==> config.mk <==
export PLATFORM = sky130hd
export DESIGN_NAME = regfile_2r1w
export DESIGN_NICKNAME = d
export VERILOG_FILES = /design/src/rtl/regfile_2r1w.sv
export SDC_FILE = /design/constraint.sdc
export NUM_CORES = 1
export LEC_CHECK = 0
export BUFFER_PORTS_ARGS = -buffer_cell sky130_fd_sc_hd__buf_2
export CORE_MARGIN = 1
export CORE_UTILIZATION = 30
export CTS_CLUSTER_DIAMETER = 60
export DETAILED_ROUTE_END_ITERATION = 8
export PLACE_DENSITY = 0.51
export SETUP_SLACK_MARGIN = 0.02
export SLEW_MARGIN = 30
export SYNTH_ARGS = -nofsm -noshare
export SYNTH_HDL_FRONTEND = slang
export SYNTH_SLANG_ARGS = --single-unit
==> constraint.sdc <==
create_clock -name clk -period 6.3 [get_ports clk]
set_clock_uncertainty 0.1 [all_clocks]
set_input_delay 1.26 -clock clk [delete_from_list [all_inputs] [get_ports clk]]
set_output_delay 1.26 -clock clk [all_outputs]
set_load 0.03 [all_outputs]
==> src/rtl/regfile_2r1w.sv <==
// rtl/regfile_2r1w.sv - 2-read/1-write register file with busy scoreboard and optional bypass
module regfile_2r1w #(
  parameter int               WIDTH     = 16,
  parameter int               DEPTH     = 16,
  parameter int               AW        = 4,
  parameter bit               R0_ZERO   = 1'b0,
  parameter bit               BYPASS    = 1'b1,
  parameter logic [WIDTH-1:0] RESET_VAL = '0
) (
  input  logic                   clk,
  input  logic                   reset,
  input  logic                   we,
  input  logic [AW-1:0]          waddr,
  input  logic [WIDTH-1:0]       wdata,
  input  logic [AW-1:0]          raddrA,
  output logic [WIDTH-1:0]       rdataA,
  input  logic [AW-1:0]          raddrB,
  output logic [WIDTH-1:0]       rdataB,
  input  logic                   lockEn,
  input  logic [AW-1:0]          lockAddr,
  output logic                   busyA,
  output logic                   busyB,
  output logic [DEPTH-1:0]       busyVec,
  output logic [DEPTH*WIDTH-1:0] regsFlat
);

  logic [WIDTH-1:0] regs [DEPTH];
  logic [DEPTH-1:0] busy;
  logic [WIDTH-1:0] view [DEPTH];
  logic [DEPTH-1:0] bview;
  logic [DEPTH-1:0] fwd;

  function automatic logic is_zero_reg(input int i);
    return R0_ZERO && (i == 0);
  endfunction

  // Lock is applied after the write so a same-cycle new producer leaves the register busy.
  always_ff @(posedge clk) begin
    for (int i = 0; i < DEPTH; i++) begin
      if (reset) begin
        regs[i] <= is_zero_reg(i) ? '0 : RESET_VAL;
        busy[i] <= 1'b0;
      end else if (!is_zero_reg(i)) begin
        if (we && waddr == AW'(i)) begin
          regs[i] <= wdata;
          busy[i] <= 1'b0;
        end
        if (lockEn && lockAddr == AW'(i)) begin
          busy[i] <= 1'b1;
        end
      end
    end
  end

  always_comb begin
    for (int i = 0; i < DEPTH; i++) begin
      view[i]  = is_zero_reg(i) ? '0 : regs[i];
      bview[i] = !is_zero_reg(i) && busy[i];
      fwd[i]   = BYPASS && we && (waddr == AW'(i)) && !is_zero_reg(i);
    end
  end

  // Addresses at or beyond DEPTH match no register and so read as zero / not busy.
  always_comb begin
    rdataA = '0;
    busyA  = 1'b0;
    rdataB = '0;
    busyB  = 1'b0;
    for (int i = 0; i < DEPTH; i++) begin
      if (raddrA == AW'(i)) begin
        rdataA = fwd[i] ? wdata : view[i];
        busyA  = !fwd[i] && bview[i];
      end
      if (raddrB == AW'(i)) begin
        rdataB = fwd[i] ? wdata : view[i];
        busyB  = !fwd[i] && bview[i];
      end
    end
  end

  always_comb begin
    regsFlat = '0;
    for (int i = 0; i < DEPTH; i++) begin
      regsFlat[i*WIDTH +: WIDTH] = view[i];
    end
  end

  assign busyVec = bview;

endmodule
======== Yosys cells after proc, flatten, opt, wreduce, memory -nomap -nowiden ========
Memory sizes are Yosys's and may differ from the RTL's.
Index checks and enable logic that the tools add are counted.
cells by class
  multiplexer cells ....................... 178
  equal/unequal tests ..................... 60
  bitwise logic cells ..................... 16
  reductions and logical operators ........ 84
operators with widths
  kind                count
  $mux 16             64
  $eq 4x4->1 const B  32
  $mux 1              114
  $eq 4x3->1 const B  16
  $logic_and 1x1->1   48
  $eq 4x2->1 const B  8
  $reduce_bool 2->1   16
  $eq 4x1->1 const B  4
  $logic_not 1->1     16
  $logic_not 4->1     4
  $or 1x1->1          16
storage, ports and cells
  word-level logic and storage cells ...... 355
  bits in registers ....................... 16
  bits of input ports ..................... 36
  bits in writable memories ............... 256
  memories kept ........................... 1
  output and inout bits ................... 306
memory list
  name  words  width  rd ports  clocked after memory_dff  wr ports  line  RTL
  regs  16     16     16        0                         16        27    logic [WIDTH-1:0] regs [DEPTH];

======== Depth between registers and ports, before layout ========
  depth in word-level cells ............... 20
  gate-level depth with buffers ........... 10
  mapped depth without buffers ............ 7

======== Worst setup path before layout ========
No wires, ideal clock.
  path type ............................... input -> output
  start ................................... input we
  end ..................................... output busyA
  arrival time ............................ 3,427 ps
  stages .................................. 9
  path buffers ............................ 3
  setup slack ............................. 1,513 ps
  cells stage by stage .................... and3b_1 -> buf_2 -> nand2_1 -> buf_4 -> buf_2 -> nand2_1 -> a221oi_1 -> o21ai_0 -> o21ai_0
on the way
  cells in the longest elaborated chain, start to end .. 19
  elaborated cells between the ends (all ways) .. 64
  those cells by class .................... mux (16); reduce/logical (48)
RTL lines
  what                  line  RTL
  start, declared       12    input logic we,
  $logic_and 1x1->1     59    fwd[i] = BYPASS && we && (waddr == AW'(i)) && !is_zero_reg(i);
  $logic_not 1->1       72    busyA = !fwd[i] && bview[i];
  $logic_and 1x1->1     72
  $mux 1 (15 in a row)  70    if (raddrA == AW'(i)) begin
  $mux 1 *              70
  end, declared         21    output logic busyA,
Every way passes the cells marked *; elsewhere a longest branch is shown, timed or not.

======== Worst setup path after layout ========
  start ................................... input raddrA[1]
  end ..................................... output rdataA[6]
on the way
  cells in the longest elaborated chain, start to end .. 17
  elaborated cells between the ends (all ways) .. 32
  those cells by class .................... eq/ne (15); mux (16); reduce/logical (1)
RTL lines
  what                   line  RTL
  start, declared        15    input logic [AW-1:0] raddrA,
  $logic_not 4->1        70
  $mux 16 (15 in a row)  70
  $mux 16 *              70
  end, declared          16    output logic [WIDTH-1:0] rdataA,
Marked as above.

==> summary.txt <==
Status: complete, no violations
Skew-Pair Late Insertion Delay: 0.56 ns
Fin cells: 2837
Layout Nets: 2094
WHS Path Cells: 2
Area leader, netlist: edfxtp_1
Synth cell count leaders: nor2_1, edfxtp_1, mux2i_1, nand2_1, o22ai_1
Setup Viol. Count Final: 0
Drt drc: 0
Area grow syn2layout: 22.75%
Power Density: 265.4 nW/um^2
Vias post-DR: 16887
Post-placement setup slack: 0.7382 ns
Clock slew at reported path FFs: 0.06 ns
Multi-input logic area: 8035 sq um
Final ANT Viol Nets: 0
Reg2reg end: busyVec[10]
CP Capture Type: output pin
Count of hold-fix buffers inserted at cts: 0
Total setup buffers inserted after CTS: 0
Fin crit share: 0.9024
R2R Setup Slk: 5.30 ns
Cts repair resizes: 0
Min-Delay Endpoint: busyVec[15]
RSZ-0062 raised after global routing: false
Largest net degree at the start of global routing: 49
Highest clock rate: 0.1759 GHz
Setup CP Type: in -> out
Slew @ Worst Pin: 1.024 ns
Leak Pwr: 8.747 nW
R2R Path Start: busyVec[10]
Mean Syn Cell Area: 9.380 sq um
Worst R2R Path Depth: 2
Maximum vdd drop: 0.1750 mV
Num ports: 342
Predominant post-synthesis flop cell: edfxtp_1
Drt via density: 5.952
Synth top area share: 0.4604
Yosys reg bits: 272
Initial Util: 0.3031
Max clock buf depth: 3
Placement row count: 86
Worst Path Max Fanout: 22
GPL Wtd Cong: 0.9679
Asr flop ratio synth: 0
Final hold vios: 0
Core Box Area: 55090 sq um
Initial antenna violation count: 1
TritonCTS buffer count: 37
Post-synth EDFFs: 256
Drt first pass iters: 8
Total grt overflow: 0
Total negative slack: 0 ns
CTS sink count: 272
CTS tree: yes
Avg WL per Cell: 30.30 microns
Worst path arrival time: 4.33 ns
Slew Limit Fails: 0
Placed insts: 2766
Final Power: 5.441 mW
Syn Nets: 1816
Sequential cell area fraction in the yosys report: 0.4796
Post-Route WL: 85970 microns
Hold Crit Start: busyVec[15]
Type of origin of the critical path: input port
Unique cell type count in the Yosys netlist: 59
Cells taking the most area after synthesis: edfxtp_1, mux2i_1, nor2_1
Worst Hold Class: reg -> reg
MaxCap Viol Count: 0
Yosys warnings: 0
Critical path data required time: 4.94 ns
Fill cell count: 5700
Fin crit period: 5.685 ns
Die ar.: 56610 sq um
Register area: 8008 sq um
Root Buffer: clkbuf_16
Vias in the first global route: 16663
Buffers on Ports: 341
Die Wd: 237.9 microns
Slew HR: 0.3120
First-pass GRT wire length: 118900 microns
DRT iter0 DRCs: 1935
Top-count cell post-synth: nor2_1
Share of cells above drive strength 1: 0.2391
Die height: 237.9 microns
H-tree levels: 2
Setup ws final: 0.6148 ns
Hpwl dp: 66750 microns
Hold WS: 0.5016 ns
GRT Total Usage: 0.2925
Mapped Area: 16700 sq um
Cells after Synth: 1780
-- worst max-delay path, stage by stage --
cell	delay [ns]
buf_2	0.43
nor2b_1	0.41
nand2_1	0.64
a21oi_1	0.37
a2111oi_0	0.12
a31o_2	0.35
a21oi_1	0.16
a2bb2oi_1	0.30
buf_2	0.26
-- area by class of cell --
type / count / share of cell area
Antenna cell: 2 / 0.0002442
Clock buffer: 45 / 0.04920
Clock inverter: 23 / 0.01056
Inverter: 6 / 0.001099
Multi-Input combinational cell: 1330 / 0.3920
Sequential cell: 272 / 0.3907
Tap cell: 748 / 0.04566
Timing Repair Buffer: 411 / 0.1105
-- worst max path at each step --
stage,to,slack [ns],startpoint
floorplan,busyA,1.51,we
global placement,rdataB[9],0.71,waddr[2]
detailed placement,rdataB[9],0.74,waddr[2]
CTS,rdataB[9],0.72,waddr[2]
global route,rdataA[4],0.42,waddr[1]
finish,rdataA[6],0.61,raddrA[1]
-- metrics by stage --
step           cell area, sq um    util
6_report                  20500  0.3720
5_1_grt                   20490  0.3719
4_1_cts                   20450  0.3712
2_1_floorplan             16700       -
3_3_place_gp              19210  0.3487
3_5_place_dp              19230  0.3490
-- metal layers --
layer / share of wire / GRT usage / vias to the layer above
met2: 0.49 / 0.5066 / 969
met5: 0 / 0 / -
met1: 0.40 / 0.3658 / 8511
met3: 0.072 / 0.04385 / 184
met4: 0.039 / 0.1114 / 0
li1: - / - / 7223
-- where the power goes --
part	switching [mW]	total [mW]	internal [mW]	leakage [nW]
Sequential	0.112	2.20	2.09	2.58
Clock	0.879	2.15	1.28	0.606
Combinational	0.814	1.09	0.272	5.56
Total	1.80	5.44	3.64	8.75
-- state kept, by name, summed over array words and instances, names as in the netlist --
signal   count
regs       256
busyVec     16
-- cell families (layout without fill, tap and decap cells) --
group,after synthesis,count (layout),synth area share
AND/OR/NAND/NOR,663,663,0.1762
AO/OA/AOI/OAI,434,434,0.1616
flip-flops,272,272,0.4796
multiplexers,233,233,0.1408
buffers and inverters,178,485,0.04174
other,0,2,0
-- layout by cell type, fill, tap and decap left out, drive strengths merged, types with 5 or more instances in the layout --
master,Yosys,layout
o211ai,7,7
dfxtp,16,16
inv,3,10
mux2,5,5
nor4,17,17
and2,6,6
edfxtp,256,256
o22ai,129,129
clkinv,3,16
nor2b,16,16
a41oi,5,5
o221ai,10,10
o21ai,79,79
mux2i,227,227
nor3,22,22
o22a,5,5
nand2b,39,39
a221oi,19,19
or3,6,6
and3,9,9
nand4,15,15
nand2,137,137
a22oi,22,22
clkbuf,117,45
nor2,336,336
a21oi,115,115
or4,14,14
a311oi,8,8
nand3,35,35
buf,55,411
Note: power is estimated with default switching activity, not from simulation.
